**src/rtl/vend_pkg.sv**
```systemverilog
// Shared types and constants for the vending I/O front end: coin indices,
// widths, 7-segment code table and the binary->BCD helper.
package vend_pkg;

  localparam int unsigned MONEY_W  = 12;
  localparam int unsigned NUM_KEYS = 3;
  localparam int unsigned SEG_W    = 7;
  localparam int unsigned IDX_W    = 3;
  localparam int unsigned BCD_W    = 16;

  localparam int unsigned K_5J = 0;
  localparam int unsigned K_1Y = 1;
  localparam int unsigned K_5Y = 2;

  localparam logic [SEG_W-1:0] SEG_BLANK = 7'h00;
  localparam logic [SEG_W-1:0] SEG_CODE [0:9] = '{
    7'h3F, 7'h06, 7'h5B, 7'h4F, 7'h66, 7'h6D, 7'h7D, 7'h07, 7'h7F, 7'h6F
  };

  // Segment pattern for one BCD digit; non-decimal codes render blank.
  function automatic logic [SEG_W-1:0] seg_of(input logic [3:0] digit);
    return (digit > 4'd9) ? SEG_BLANK : SEG_CODE[digit];
  endfunction

  // Double-dabble: 12-bit binary to four packed BCD digits {d3,d2,d1,d0}.
  function automatic logic [BCD_W-1:0] bin2bcd(input logic [MONEY_W-1:0] bin);
    logic [BCD_W+MONEY_W-1:0] sr;
    sr = {BCD_W'(0), bin};
    for (int i = 0; i < int'(MONEY_W); i++) begin
      for (int d = 0; d < 4; d++) begin
        if (sr[MONEY_W + 4*d +: 4] >= 4'd5)
          sr[MONEY_W + 4*d +: 4] = sr[MONEY_W + 4*d +: 4] + 4'd3;
      end
      sr = sr << 1;
    end
    return sr[BCD_W+MONEY_W-1:MONEY_W];
  endfunction

endpackage

```
**src/rtl/vend_io_frontend_if.sv**
```systemverilog
// Pin-side bundle of the vending I/O front end: raw keys and credit in,
// debounced key levels/pulses and 7-segment scan drive out.
interface vend_io_frontend_if;
  import vend_pkg::*;

  logic [NUM_KEYS-1:0] key_in;
  logic [NUM_KEYS-1:0] key_db;
  logic [NUM_KEYS-1:0] key_rise;
  logic [NUM_KEYS-1:0] key_fall;
  logic [MONEY_W-1:0]  value;
  logic [IDX_W-1:0]    which_seg;
  logic [SEG_W-1:0]    seg;

  modport master (
    output key_in, value,
    input  key_db, key_rise, key_fall, which_seg, seg
  );

  modport slave (
    input  key_in, value,
    output key_db, key_rise, key_fall, which_seg, seg
  );
endinterface

```
**src/rtl/key_debounce.sv**
```systemverilog
// One-key synchronizer and debouncer: key_db follows the synced key only after
// it has differed for DB_CYCLES consecutive cycles; edges give 1-cycle pulses.
module key_debounce #(
  parameter int unsigned DB_CYCLES = 1_000_000
) (
  input  logic clk,
  input  logic reset,
  input  logic key_in,
  output logic key_db,
  output logic key_rise,
  output logic key_fall
);

  localparam int unsigned CNT_W = (DB_CYCLES > 1) ? $clog2(DB_CYCLES) : 1;

  logic [1:0]       sync_q;
  logic [CNT_W-1:0] cnt_q;
  logic             key_s;
  logic             terminal;

  assign key_s    = sync_q[1];
  assign terminal = (cnt_q == CNT_W'(DB_CYCLES - 1));

  // Any cycle where the synced key agrees with key_db restarts the window.
  always_ff @(posedge clk) begin
    if (reset) begin
      sync_q   <= 2'b00;
      cnt_q    <= '0;
      key_db   <= 1'b0;
      key_rise <= 1'b0;
      key_fall <= 1'b0;
    end else begin
      sync_q   <= {sync_q[0], key_in};
      key_rise <= 1'b0;
      key_fall <= 1'b0;
      if (key_s == key_db) begin
        cnt_q <= '0;
      end else if (terminal) begin
        cnt_q    <= '0;
        key_db   <= key_s;
        key_rise <= key_s;
        key_fall <= ~key_s;
      end else begin
        cnt_q <= cnt_q + CNT_W'(1);
      end
    end
  end

endmodule

```
**src/rtl/vend_io_frontend.sv**
```systemverilog
// Vending-machine I/O front end: three debounced coin keys and a multiplexed
// 4-digit 7-segment display of the 12-bit credit value.
module vend_io_frontend
  import vend_pkg::*;
#(
  parameter int unsigned DB_CYCLES   = 1_000_000,
  parameter int unsigned SCAN_CYCLES = 100_000
) (
  input  logic             clk,
  input  logic             reset,
  vend_io_frontend_if.slave bus
);

  localparam int unsigned SCAN_W = (SCAN_CYCLES > 1) ? $clog2(SCAN_CYCLES) : 1;

  for (genvar k = 0; k < int'(NUM_KEYS); k++) begin : g_key
    key_debounce #(.DB_CYCLES(DB_CYCLES)) u_debounce (
      .clk      (clk),
      .reset    (reset),
      .key_in   (bus.key_in[k]),
      .key_db   (bus.key_db[k]),
      .key_rise (bus.key_rise[k]),
      .key_fall (bus.key_fall[k])
    );
  end

  logic [MONEY_W-1:0] value_q;
  logic [SCAN_W-1:0]  scan_q, scan_nxt;
  logic [1:0]         idx_q, idx_nxt;
  logic [SEG_W-1:0]   seg_q, seg_nxt;
  logic               load_q;
  logic               wrap;
  logic [BCD_W-1:0]   bcd;
  logic [3:0]         d0, d1, d2, d3;
  logic [SEG_W-1:0]   code;

  assign bcd            = bin2bcd(value_q);
  assign {d3, d2, d1, d0} = bcd;
  assign wrap           = (scan_q == SCAN_W'(SCAN_CYCLES - 1));

  // seg is latched only when a slot starts, so a digit never tears mid-slot.
  always_comb begin
    scan_nxt = wrap ? '0 : scan_q + SCAN_W'(1);
    idx_nxt  = wrap ? idx_q + 2'd1 : idx_q;
    seg_nxt  = seg_q;
    code     = SEG_BLANK;
    case (idx_nxt)
      2'd0:    code = seg_of(d0);
      2'd1:    code = seg_of(d1);
      2'd2:    code = (d3 == 4'd0 && d2 == 4'd0) ? SEG_BLANK : seg_of(d2);
      default: code = (d3 == 4'd0) ? SEG_BLANK : seg_of(d3);
    endcase
    if (wrap || load_q)
      seg_nxt = code;
  end

  // load_q refills the blanked segment right after reset.
  always_ff @(posedge clk) begin
    if (reset) begin
      value_q <= '0;
      scan_q  <= '0;
      idx_q   <= 2'd0;
      seg_q   <= SEG_BLANK;
      load_q  <= 1'b1;
    end else begin
      value_q <= bus.value;
      scan_q  <= scan_nxt;
      idx_q   <= idx_nxt;
      seg_q   <= seg_nxt;
      load_q  <= 1'b0;
    end
  end

  assign bus.which_seg = IDX_W'(idx_q);
  assign bus.seg       = seg_q;

endmodule

```
**src/flat_wrapper.sv**
```systemverilog
// flat-port wrapper written by rule: the top's interface ports become plain ports
module vend_io_frontend_flat import vend_pkg::*;
#(
  parameter int unsigned DB_CYCLES   = 1_000_000,
  parameter int unsigned SCAN_CYCLES = 100_000
)
  (clk, reset, bus_key_in, bus_value, bus_key_db, bus_key_rise, bus_key_fall, bus_which_seg, bus_seg);
  vend_io_frontend_if bus_i ();
  input  logic clk;
  input  logic reset;
  input wire logic [$bits(bus_i.key_in)-1:0] bus_key_in;
  input wire logic [$bits(bus_i.value)-1:0] bus_value;
  output wire logic [$bits(bus_i.key_db)-1:0] bus_key_db;
  output wire logic [$bits(bus_i.key_rise)-1:0] bus_key_rise;
  output wire logic [$bits(bus_i.key_fall)-1:0] bus_key_fall;
  output wire logic [$bits(bus_i.which_seg)-1:0] bus_which_seg;
  output wire logic [$bits(bus_i.seg)-1:0] bus_seg;
  assign bus_i.key_in = bus_key_in;
  assign bus_i.value = bus_value;
  assign bus_key_db = bus_i.key_db;
  assign bus_key_rise = bus_i.key_rise;
  assign bus_key_fall = bus_i.key_fall;
  assign bus_which_seg = bus_i.which_seg;
  assign bus_seg = bus_i.seg;
  vend_io_frontend #(.DB_CYCLES(DB_CYCLES), .SCAN_CYCLES(SCAN_CYCLES)) u_core (.clk(clk), .reset(reset), .bus(bus_i));
endmodule
```
**config.mk**
```make
export PLATFORM = sky130hd
export DESIGN_NAME = vend_io_frontend_flat
export DESIGN_NICKNAME = d
export VERILOG_FILES = /design/src/rtl/vend_pkg.sv /design/src/rtl/vend_io_frontend_if.sv /design/src/rtl/key_debounce.sv /design/src/rtl/vend_io_frontend.sv /design/src/flat_wrapper.sv
export SDC_FILE = /design/constraint.sdc
export NUM_CORES = 1
export LEC_CHECK = 0
export CAP_MARGIN = 10
export CORE_MARGIN = 1.5
export CORE_UTILIZATION = 25
export DETAILED_ROUTE_END_ITERATION = 8
export GPL_ROUTABILITY_DRIVEN = 0
export PLACE_DENSITY = 0.42
export SYNTH_ARGS = -nofsm -noshare
export SYNTH_HDL_FRONTEND = slang
export SYNTH_SLANG_ARGS = --single-unit
```
**constraint.sdc**
```tcl
create_clock -name clk -period 17 [get_ports clk]
set_input_delay 4.25 -clock clk [delete_from_list [all_inputs] [get_ports clk]]
set_output_delay 4.25 -clock clk [all_outputs]
set_load 0.03 [all_outputs]
```
==> results by group, run 1 <==
Yosys
  • Netlist cell types: 107
  • Synthesized area: 8380 µm²
  • Yosys reg bits: 114
  • Top post-synthesis cells by area: dfxtp_1 27%, nor2_1 6.8%, ha_1 5.7%
  • Register area share after synthesis: 27.2%
  • EDFF count, synth: 0
  • FFs w/ async S/R, synth: 0%
  • Top FF cell, synth: dfxtp_1
  • Syn avg cell area: 8.11 µm²
  • Yosys warnings: 0
  • Cell accounting for the most synthesized area: dfxtp_1
  • Synthesized net count: 1,088
  • Top-area cell type share of the netlist area: 27.2%
  • Cell count after synthesis: 1,033

Critical path
  • Critical path's most frequent cell: ha_1
  • Top Family by Delay on Critical Path: compound AO/OA/AOI/OAI gates
  • Worst reg2reg setup slack: 6470 ps
  • CP Capture Type: register
  • Critical path class: register to register
  • Bufs and invs on worst path: 3
  • Crit-path max FO: 12
  • Crit start category: register
  • Critical path required time: 17,320 ps
  • Worst path max stage delay: 460 ps
  • Worst EP arrival: 10,860 ps
  • Slowest-stage cell, CP: dfxtp_1

CTS
  • Clk_lat worst skew: 420 ps
  • Total CTS buffers: 17
  • TritonCTS clock tree: yes
  • Post-CTS Resized: 0
  • H-tree Lvls: 4
  • # Post-CTS Setup Buffers: 0
  • Sink Count: 114
  • CTS hold repair buffers: 0
  • Clock buffer depth: 2
  • Clock Pin Slew Worst Setup and Hold Paths: 60 ps
  • Root buffer cell: clkbuf_16

Layout
  • Most frequent cells in the layout: 151 x nor2_1, 114 x dfxtp_1, 68 x nand3_1
  • Multi-input gate area: 5660 µm²
  • Most common cell after layout, fill and taps aside: nor2_1
  • Synthesis-to-finish area growth: 14.8%
  • Nets: 1,097
  • Fillers: 3,578
  • Share of cells above drive strength 1: 9.57%
  • Inserted Diodes: 0
  • Reg area: 2280 µm²

Timing
  • Max_slew headroom: 37.6%
  • Setup tns final: 0 ps
  • Period utilisation layout: 62.0%
  • Worst-case clock skew: 10.3 ps
  • Crit path time final: 10,530 ps
  • Final slew viol count: 0
  • WHS: 442 ps
  • Worst-Margin Slew: 933 ps
  • RSZ-0062 raised after global routing: no
  • Worst setup slack after layout: 6470 ps
  • Max Clk Rate: 0.0950 GHz
  • Final Hold Viols: 0
  • Finish-stage setup viols: 0

Floorplanning
  • Initial core utilization: 25.6%
  • Placement Rows: 66
  • Die area: 34,600 µm²
  • I/O pin cnt: 36
  • Core Footprint: 32,800 µm²
  • Die Wd: 186 µm
  • Die height: 186 µm

Route
  • First DRT Iteration DRCs: 362
  • Residual DRC: 0
  • Vias/cell: 4.84
  • 1st-pass router iterations: 5
  • Antenna viol nets, final: 0
  • Total number of vias: 7,241
  • WL/cell: 13.5 µm
  • Total routed wirelength: 20.2 mm

Pwr
  • Sequential power share: 15.6%
  • Leakage: 3.40 nW
  • Sw frac: 47.5%
  • Combinational power share: 64.6%
  • Pint: 0.960 mW
  • Pwr per Cell Area: 190 nW/µm²
  • Net switching power of the design: 0.869 mW
  • Max VDD drop: 0.000112 V
  • Pwr Total: 1.83 mW
  • Clock share of power: 19.9%

Place
  • Port Buffer Count: 34
  • DPL Wire Length: 14.6 mm
  • Pre-CTS setup slack: 6490 ps

GRT
  • GRT Total Usage: 12.4%
  • Largest net degree at the start of global routing: 45
  • Initial antenna violation count: 0
  • Global-route wire length before repair: 34.8 mm
  • Grt total ovfl: 0
  • Vias in the first global route: 6,949

Outcome
  • Run status: completed

Run
  • Max Cap Violations: 0

Hold path
  • Type of the most critical hold path: register to register
## power groups by stage
stage / combinational (mW) / clock, mW / sequential (mW)
2_1_floorplan: 0.953 / 0 / 0.296
3_3_place_gp: 1.19 / 0 / 0.291
3_5_place_dp: 1.18 / 0 / 0.291
4_1_cts: 1.19 / 0.376 / 0.285
5_1_grt: 1.34 / 0.392 / 0.286
6_report: 1.18 / 0.363 / 0.285
## metal layers
layer / track usage [%] / part of all wire, % / vias up
li1: - / - / 3766
met1: 17.9 / 54 / 3371
met2: 18.4 / 42 / 92
met3: 2.99 / 3.2 / 12
met4: 2.65 / 0.77 / 0
met5: 0 / 0 / -
## stage by stage
stage	utilization, %	cells	instance area (µm²)
2_1_floorplan	-	1033	8380
3_3_place_gp	27.5	1465	9010
3_5_place_dp	27.5	1465	9010
4_1_cts	29.3	1497	9620
5_1_grt	29.3	1497	9620
6_report	29.3	1497	9620
## kinds of logic after synthesis
kind of cell / Yosys count / synth area share, %
AND/OR/NAND/NOR: 446 / 26.6
AO/OA/AOI/OAI: 243 / 23.2
flip-flops: 114 / 27.2
buffers and inverters: 87 / 5.17
XOR/XNOR: 81 / 8.82
adder cells (fa/ha/maj): 38 / 5.67
multiplexers: 23 / 3.24
other: 1 / 0.0448
## worst register-to-register path: cells and delay by family (launching register included)
| kind | cells | cell delay [ps] |
|---|---|---|
| AOI/OAI and AO/OA | 16 | 3940 |
| and+or+nand+nor | 13 | 2410 |
| adders and majority gates | 8 | 2120 |
| muxes | 2 | 610 |
| xor gates and xnor gates | 2 | 490 |
| DFF | 1 | 460 |
| buffers and inverters | 3 | 430 |
## state kept, by name, indices dropped and copies added, names as in the netlist, 3 cells and up
| name | flops |
|---|---|
| u_core.g_key.u_debounce.key_fall | 3 |
| u_core.g_key.u_debounce.sync_q | 6 |
| u_core.g_key.u_debounce.cnt_q | 60 |
| u_core.g_key.u_debounce.key_rise | 3 |
| u_core.value_q | 12 |
| u_core.g_key.u_debounce.key_db | 3 |
| u_core.scan_q | 17 |
| u_core.bus.seg | 7 |
## path summary, 6_finish.rpt
path                                                                      from                                        endpoint  cells past startpoint
worst max-delay path                              u_core.value_q[9]$_SDFF_PP0_                  u_core.bus.seg[5]$_SDFFE_PP0P_                     44
worst min-delay path            u_core.g_key[2].u_debounce.cnt_q[0]$_SDFF_PP0_  u_core.g_key[2].u_debounce.cnt_q[0]$_SDFF_PP0_                      1
worst max register to register                    u_core.value_q[9]$_SDFF_PP0_                  u_core.bus.seg[5]$_SDFFE_PP0P_                     44
worst min register to register  u_core.g_key[2].u_debounce.cnt_q[0]$_SDFF_PP0_  u_core.g_key[2].u_debounce.cnt_q[0]$_SDFF_PP0_                      1
## cell usage after synthesis, types with 5 or more instances
master	instances
a211oi_2	5
nor2b_1	24
buf_4	14
and2_1	9
nand3_1	68
dfxtp_1	114
xor2_1	42
o211ai_1	11
a211oi_1	13
clkbuf_1	17
or3_1	11
nand2b_1	17
nor4_1	8
inv_1	38
ha_1	38
xnor2_1	35
nor4b_1	7
o21ai_0	31
o21a_1	5
and3_1	28
nand2_1	54
buf_2	8
mux2i_1	15
o21ai_1	5
a21oi_1	50
nand4_1	17
a211o_1	5
a21o_1	12
nor3_1	24
a31oi_1	11
nor2_1	151
## layout make-up
cell class                      instances  share of cell area [%]
Clock buffer                           21                    5.00
Multi-Input combinational cell        832                    58.9
Tap cell                              442                    5.75
Timing Repair Buffer                   36                    3.64
Inverter                               41                    1.64
Sequential cell                       114                    23.7
Clock inverter                         11                    1.33
(Power assumes the default switching activity.)
==> run 2: changes to the inputs <==
- PLACE_DENSITY: 0.42 -> 0.43
- clock period: 17 -> 8.9 ns (I/O delays scaled with it)
==> run 2 against run 1 <==
Compared with the run above:
- sequential power rose by 91%
- combinational power rose by 120%
- largest cell class unchanged
- die area did not move
- clock-buffer cell count fell by 2
- largest power group unchanged
- maximum frequency rose by 25%
- sequential share of layout area fell by 1.7 points
- first-iteration DRC count rose by 17%
- power rose by 110%
- wire length rose by 3.5%
- via count rose by 3.4%
- non-clock buffer count rose by 57
- critical endpoint unchanged
==> results by group, run 2 (synthesized netlist as in run 1, its figures left out) <==
Critical path
  • Crit start category: register (unchanged)
  • Worst path max stage delay: 640 ps (was 460 ps)
  • Worst EP arrival: 8720 ps (was 10,860 ps)
  • Crit-path max FO: 8 (was 12)
  • Worst reg2reg setup slack: 500 ps (was 6470 ps)
  • Critical path's most frequent cell: ha_1 (unchanged)
  • Critical path class: register to register (unchanged)
  • RR Endpoint: u_core.bus.seg[5]$_SDFFE_PP0P_ (unchanged)
  • Critical Path Source: u_core.value_q[10]$_SDFF_PP0_ (was u_core.value_q[9]$_SDFF_PP0_)
  • Critical path required time: 9210 ps (was 17,320 ps)
  • Slowest-stage cell, CP: or4b_2 (was dfxtp_1)
  • Cells on worst reg2reg path: 46 (was 44)
  • CP Capture Type: register (unchanged)
  • Worst flop-to-flop path startpoint: u_core.value_q[10]$_SDFF_PP0_ (was u_core.value_q[9]$_SDFF_PP0_)

Timing
  • Worst-case clock skew: 14.4 ps (was 10.3 ps)
  • Crit path time final: 8400 ps (was 10,530 ps)
  • Max_slew headroom: 45.7% (was 37.6%)
  • Max Clk Rate: 0.119 GHz (was 0.0950 GHz)
  • Period utilisation layout: 94.4% (was 62.0%)
  • Final Hold Viols: 0 (unchanged)
  • Finish-stage setup viols: 0 (unchanged)
  • Final slew viol count: 0 (unchanged)
  • Worst-Margin Slew: 807 ps (was 933 ps)
  • Worst setup slack after layout: 499 ps (was 6470 ps)
  • Setup tns final: 0 ps (unchanged)

Route
  • Residual DRC: 0 (unchanged)
  • 1st-pass router iterations: 5 (unchanged)
  • First DRT Iteration DRCs: 425 (was 362)
  • Antenna viol nets, final: 0 (unchanged)
  • Vias/cell: 4.82 (was 4.84)
  • WL/cell: 13.4 µm (was 13.5 µm)
  • Total routed wirelength: 20.9 mm (was 20.2 mm)
  • Total number of vias: 7,490 (was 7,241)

CTS
  • H-tree Lvls: 4 (unchanged)
  • CTS hold repair buffers: 0 (unchanged)
  • Total CTS buffers: 17 (unchanged)
  • TritonCTS clock tree: yes (unchanged)
  • Clk_lat worst skew: 410 ps (was 420 ps)
  • Clock buffer depth: 2 (unchanged)
  • Clock Pin Slew Worst Setup and Hold Paths: 60 ps (about the same)
  • Root buffer cell: clkbuf_16 (unchanged)
  • Sink Count: 114 (unchanged)

Floorplanning
  • Die Wd: 186 µm (unchanged)
  • I/O pin cnt: 36 (unchanged)
  • Core Footprint: 32,800 µm² (unchanged)
  • Placement Rows: 66 (unchanged)
  • Die area: 34,600 µm² (unchanged)
  • Die height: 186 µm (unchanged)
  • Initial core utilization: 25.6% (unchanged)

Layout
  • Most flops, register: u_core.g_key.u_debounce.cnt_q (unchanged)
  • Share of cells above drive strength 1: 18.1% (was 9.57%)
  • Max reg flops: 60 (unchanged)
  • Fillers: 3,520 (was 3,578)
  • Synthesis-to-finish area growth: 23.5% (was 14.8%)
  • Nets: 1,154 (was 1,097)
  • Most common cell after layout, fill and taps aside: nor2_1 (unchanged)
  • Most frequent cells in the layout: 150 x nor2_1, 113 x dfxtp_1, 66 x nand3_1 (was 151 x nor2_1, 114 x dfxtp_1, 68 x nand3_1)
  • Inserted Diodes: 0 (unchanged)
  • Biggest regs: u_core.g_key.u_debounce.cnt_q: 60 flops, u_core.scan_q: 17 flops, u_core.value_q: 12 flops (unchanged)

Run
  • Max Cap Violations: 0 (unchanged)

GRT
  • Grt total ovfl: 0 (unchanged)
  • Vias in the first global route: 7,115 (was 6,949)
  • Initial antenna violation count: 0 (unchanged)
  • Largest net degree at the start of global routing: 45 (unchanged)
  • GRT Total Usage: 12.5% (was 12.4%)
  • Global-route wire length before repair: 35.3 mm (was 34.8 mm)

Place
  • Pre-CTS setup slack: -238 ps (was 6490 ps)
  • DPL Wire Length: 14.8 mm (was 14.6 mm)
  • Port Buffer Count: 34 (unchanged)

Pwr
  • Leakage: 3.73 nW (was 3.40 nW)
  • Max VDD drop: 0.000258 V (was 0.000112 V)
  • Pwr per Cell Area: 375 nW/µm² (was 190 nW/µm²)
  • Pwr Total: 3.89 mW (was 1.83 mW)

Hold path
  • Type of the most critical hold path: register to register (unchanged)
  • Min-delay src: u_core.g_key[0].u_debounce.sync_q[0]$_SDFF_PP0_ (was u_core.g_key[2].u_debounce.cnt_q[0]$_SDFF_PP0_)
  • Hold path endpoint: u_core.g_key[0].u_debounce.sync_q[1]$_SDFF_PP0_ (was u_core.g_key[2].u_debounce.cnt_q[0]$_SDFF_PP0_)
  • WHS Path Cells: 1 (unchanged)

Outcome
  • Run status: completed (unchanged)
[run 2: cell types whose count changed in the layout (fill, tap and decap cells not counted), moves of 4 or more]
cell        previous run  this run
clkinvlp_4             6         2
ha_2                   0         8
clkinv_4               1         5
buf_4                  2        58
ha_1                  38        27
[run 2: worst max-delay path by stage]
stage,to,slack (ps),cells past startpoint
global placement,u_core.bus.seg[5]$_SDFFE_PP0P_,-20,47
floorplan,u_core.bus.seg[5]$_SDFFE_PP0P_,6,44
global route,u_core.bus.seg[3]$_SDFFE_PP0P_,-30,39
finish,u_core.bus.seg[5]$_SDFFE_PP0P_,500,46
CTS,u_core.bus.seg[5]$_SDFFE_PP0P_,20,47
detailed placement,u_core.bus.seg[5]$_SDFFE_PP0P_,-240,47
[run 2: what timing repair did]
| action | in CTS | in global routing |
|---|---|---|
| resized for setup | 11 | 37 |
| endpoints found under the setup margin | 7 | 7 |
| pin swaps | 8 | 23 |
| gates cloned | 0 | 0 |
| setup buffers | 5 | 24 |
[run 2: final cells by class]
type	count	area [µm²]	area share, %
clock buffer	19	453	4.38
clock inverter	13	150	1.45
inverter	41	158	1.52
multi-input combinational	832	5970	57.7
sequential	114	2290	22.1
tap	442	553	5.34
timing repair buffer	93	782	7.55
[run 2: routing by layer]
layer	wire length, µm	track usage, %	vias to the layer above
met4	183	3.13	0
met5	0	0	-
li1	-	-	3873
met1	11000	17.7	3496
met2	9170	19.2	103
met3	581	2.43	18
[run 2: through the flow]
step	area, µm²	utilization [%]	hold slack [ps]	instances
finish	10400	31.6	433	1554
global placement	9300	28.4	424	1493
CTS	9990	30.5	438	1530
detailed placement	9300	28.4	425	1493
floorplan	8460	-	414	1033
global route	10400	31.6	462	1554
[run 2: power by group]
group / internal (mW) / switching (mW) / leakage (nW) / total, mW
Sequential: 0.526 / 0.0180 / 0.926 / 0.544
Clock: 0.431 / 0.265 / 0.291 / 0.697
Combinational: 1.13 / 1.51 / 2.51 / 2.65
[run 2: worst max-delay path: cells and delay by family (launching register included)]
family                   cells  cell delay [ps]
flip-flops                   1              350
XOR/XNOR                     3              560
AO/OA/AOI/OAI               16             2510
adder cells (fa/ha/maj)      9             1800
AND/OR/NAND/NOR             11             2230
multiplexers                 1              290
buffers and inverters        6              510
==> run 3: changes to the inputs <==
- ABC_CLOCK_PERIOD_IN_PS: not set -> 8900
- CORE_ASPECT_RATIO: not set -> 1.4
- SLEW_MARGIN: not set -> 20
==> run 3 against run 2 <==
Compared with the run above:
- cell count about the same
- power rose by 0.83%
- register-to-register slack lost 110 ps
- sequential power is essentially flat
- via count about the same
- cell area is essentially flat
- die area hardly changed
- maximum frequency decreased by 1.2%
- sequential share of layout area barely moved
- worst hold slack better by 10 ps
- critical path type unchanged
==> results by group, run 3 (synthesized netlist as in run 1, its figures left out) <==
Outcome
  • Run status: completed (unchanged)

Route
  • Residual DRC: 0 (unchanged)
  • Vias/cell: 4.82 (about the same)
  • Total routed wirelength: 21.0 mm (was 20.9 mm)
  • WL/cell: 13.5 µm (was 13.4 µm)
  • First DRT Iteration DRCs: 339 (was 425)
  • Total number of vias: 7,488 (was 7,490)
  • Antenna viol nets, final: 0 (unchanged)
  • 1st-pass router iterations: 5 (unchanged)

CTS
  • Clock buffer depth: 2 (unchanged)
  • TritonCTS clock tree: yes (unchanged)
  • Root buffer cell: clkbuf_16 (unchanged)
  • Sink Count: 114 (unchanged)
  • Clk_lat worst skew: 430 ps (was 410 ps)
  • Total CTS buffers: 17 (unchanged)
  • Clock Pin Slew Worst Setup and Hold Paths: 60 ps (about the same)
  • H-tree Lvls: 4 (unchanged)

GRT
  • GRT Total Usage: 12.5% (about the same)
  • Initial antenna violation count: 0 (unchanged)
  • Vias in the first global route: 7,310 (was 7,115)
  • Grt total ovfl: 0 (unchanged)
  • Largest net degree at the start of global routing: 45 (unchanged)
  • Global-route wire length before repair: 35.0 mm (was 35.3 mm)

Timing
  • Worst-case clock skew: 6.65 ps (was 14.4 ps)
  • Final slew viol count: 0 (unchanged)
  • Setup tns final: 0 ps (unchanged)
  • Max Clk Rate: 0.118 GHz (was 0.119 GHz)
  • RSZ-0062 raised after global routing: yes
  • Crit path time final: 8510 ps (was 8400 ps)
  • Max_slew headroom: 50.1% (was 45.7%)
  • Final Hold Viols: 0 (unchanged)
  • Period utilisation layout: 95.6% (was 94.4%)
  • Worst setup slack after layout: 394 ps (was 499 ps)
  • Finish-stage setup viols: 0 (unchanged)
  • Worst-Margin Slew: 742 ps (was 807 ps)

Floorplanning
  • I/O pin cnt: 36 (unchanged)
  • Initial core utilization: 25.3% (was 25.6%)
  • Core Footprint: 33,100 µm² (was 32,800 µm²)
  • Die Wd: 158 µm (was 186 µm)
  • Placement Rows: 79 (was 66)
  • Die height: 220 µm (was 186 µm)
  • Die area: 34,600 µm² (about the same)

Layout
  • Final instance area: 10,300 µm² (was 10,400 µm²)
  • Max reg flops: 60 (unchanged)
  • Finished Layout Cells: 1,553 (was 1,554)
  • Biggest regs: u_core.g_key.u_debounce.cnt_q: 60 flops, u_core.scan_q: 17 flops, u_core.value_q: 12 flops (unchanged)
  • Most flops, register: u_core.g_key.u_debounce.cnt_q (unchanged)
  • Most common cell after layout, fill and taps aside: nor2_1 (unchanged)
  • Nets: 1,150 (was 1,154)
  • Inserted Diodes: 0 (unchanged)
  • Synthesis-to-finish area growth: 23.5% (about the same)
  • Most frequent cells in the layout: 149 x nor2_1, 113 x dfxtp_1, 67 x nand3_1 (was 150 x nor2_1, 113 x dfxtp_1, 66 x nand3_1)
  • Fillers: 3,571 (was 3,520)
  • Share of cells above drive strength 1: 17.0% (was 18.1%)

Pwr
  • Max VDD drop: 0.000204 V (was 0.000258 V)
  • Pwr per Cell Area: 379 nW/µm² (was 375 nW/µm²)
  • Pwr Total: 3.92 mW (was 3.89 mW)
  • Leakage: 3.74 nW (was 3.73 nW)

Critical path
  • Crit-path max FO: 7 (was 8)
  • Slowest-stage cell, CP: or4b_2 (unchanged)
  • Worst EP arrival: 8830 ps (was 8720 ps)
  • Critical path class: register to register (unchanged)
  • CP Capture Type: register (unchanged)
  • Critical path's most frequent cell: ha_2 (was ha_1)
  • Worst path max stage delay: 630 ps (was 640 ps)
  • Crit start category: register (unchanged)
  • Critical path required time: 9230 ps (was 9210 ps)

Place
  • Port Buffer Count: 34 (unchanged)
  • Cell count after placement: 1,500 (was 1,493)
  • Placed Area: 9330 µm² (was 9300 µm²)
  • Pre-CTS setup slack: 22.5 ps (was -238 ps)
  • DPL Wire Length: 15.6 mm (was 14.8 mm)

Hold path
  • Type of the most critical hold path: register to register (unchanged)

Run
  • Max Cap Violations: 0 (unchanged)
-- run 3: cell count changes in the layout (fill, tap and decap cells not counted), moves of 3 or more --
| cell | before | now |
|---|---|---|
| bufinv_16 | 2 | 7 |
| clkinv_4 | 5 | 0 |
| buf_4 | 58 | 55 |
| ha_1 | 27 | 30 |
| nor2_2 | 0 | 3 |
-- run 3: worst max-delay path, delay by kind of cell (launching register included) --
family	cells	cell delay [ps]
buf+inv	7	720
simple gates	8	1560
compound gates	15	2950
mux	2	450
flops	1	360
fa+ha+maj	8	1710
xor+xnor	4	650
-- run 3: power breakdown --
group	leakage [nW]	switching, mW	total [mW]	internal [mW]
Combinational	2.49	1.50	2.57	1.07
Sequential	0.926	0.0173	0.544	0.526
Clock	0.324	0.251	0.805	0.554
Total	3.74	1.77	3.92	2.15
-- run 3: layout make-up --
cell class | instances | area, µm² | share of cell area, %
inverter | 41 | 158 | 1.52
multi-input combinational | 832 | 5910 | 57.1
timing repair buffer | 89 | 748 | 7.23
clock buffer | 19 | 433 | 4.18
sequential | 114 | 2290 | 22.1
clock inverter | 13 | 255 | 2.47
tap | 445 | 557 | 5.38
-- run 3: worst paths after layout --
| check | to | slack, ps | cells past startpoint | start |
|---|---|---|---|---|
| min reg2reg | u_core.g_key[0].u_debounce.sync_q[1]$_SDFF_PP0_ | 440 | 1 | u_core.g_key[0].u_debounce.sync_q[0]$_SDFF_PP0_ |
| max | u_core.bus.seg[5]$_SDFFE_PP0P_ | 390 | 44 | u_core.value_q[10]$_SDFF_PP0_ |
| max reg2reg | u_core.bus.seg[5]$_SDFFE_PP0P_ | 390 | 44 | u_core.value_q[10]$_SDFF_PP0_ |
| min | u_core.g_key[0].u_debounce.sync_q[1]$_SDFF_PP0_ | 440 | 1 | u_core.g_key[0].u_debounce.sync_q[0]$_SDFF_PP0_ |
-- run 3: repair_timing --
action / in CTS / in global routing
hold buffers: 0 / 0
cloned: 0 / 0
pin swaps: 1 / 18
resized for setup: 2 / 32
buffers inserted: 0 / 21
endpoints found under the setup margin: 2 / 7
-- run 3: routing by layer --
layer	GRT usage (%)	wire length [µm]	up-vias
met5	0	0	-
met4	5.69	576	0
met3	2.56	573	36
met2	22.4	10700	104
met1	14.0	9100	3491
li1	-	-	3857
-- run 3: stage by stage --
step | hold slack [ps] | utilization, %
floorplan | 414 | -
global placement | 428 | 28.2
detailed placement | 434 | 28.2
CTS | 451 | 30.3
global route | 459 | 31.2
finish | 443 | 31.2
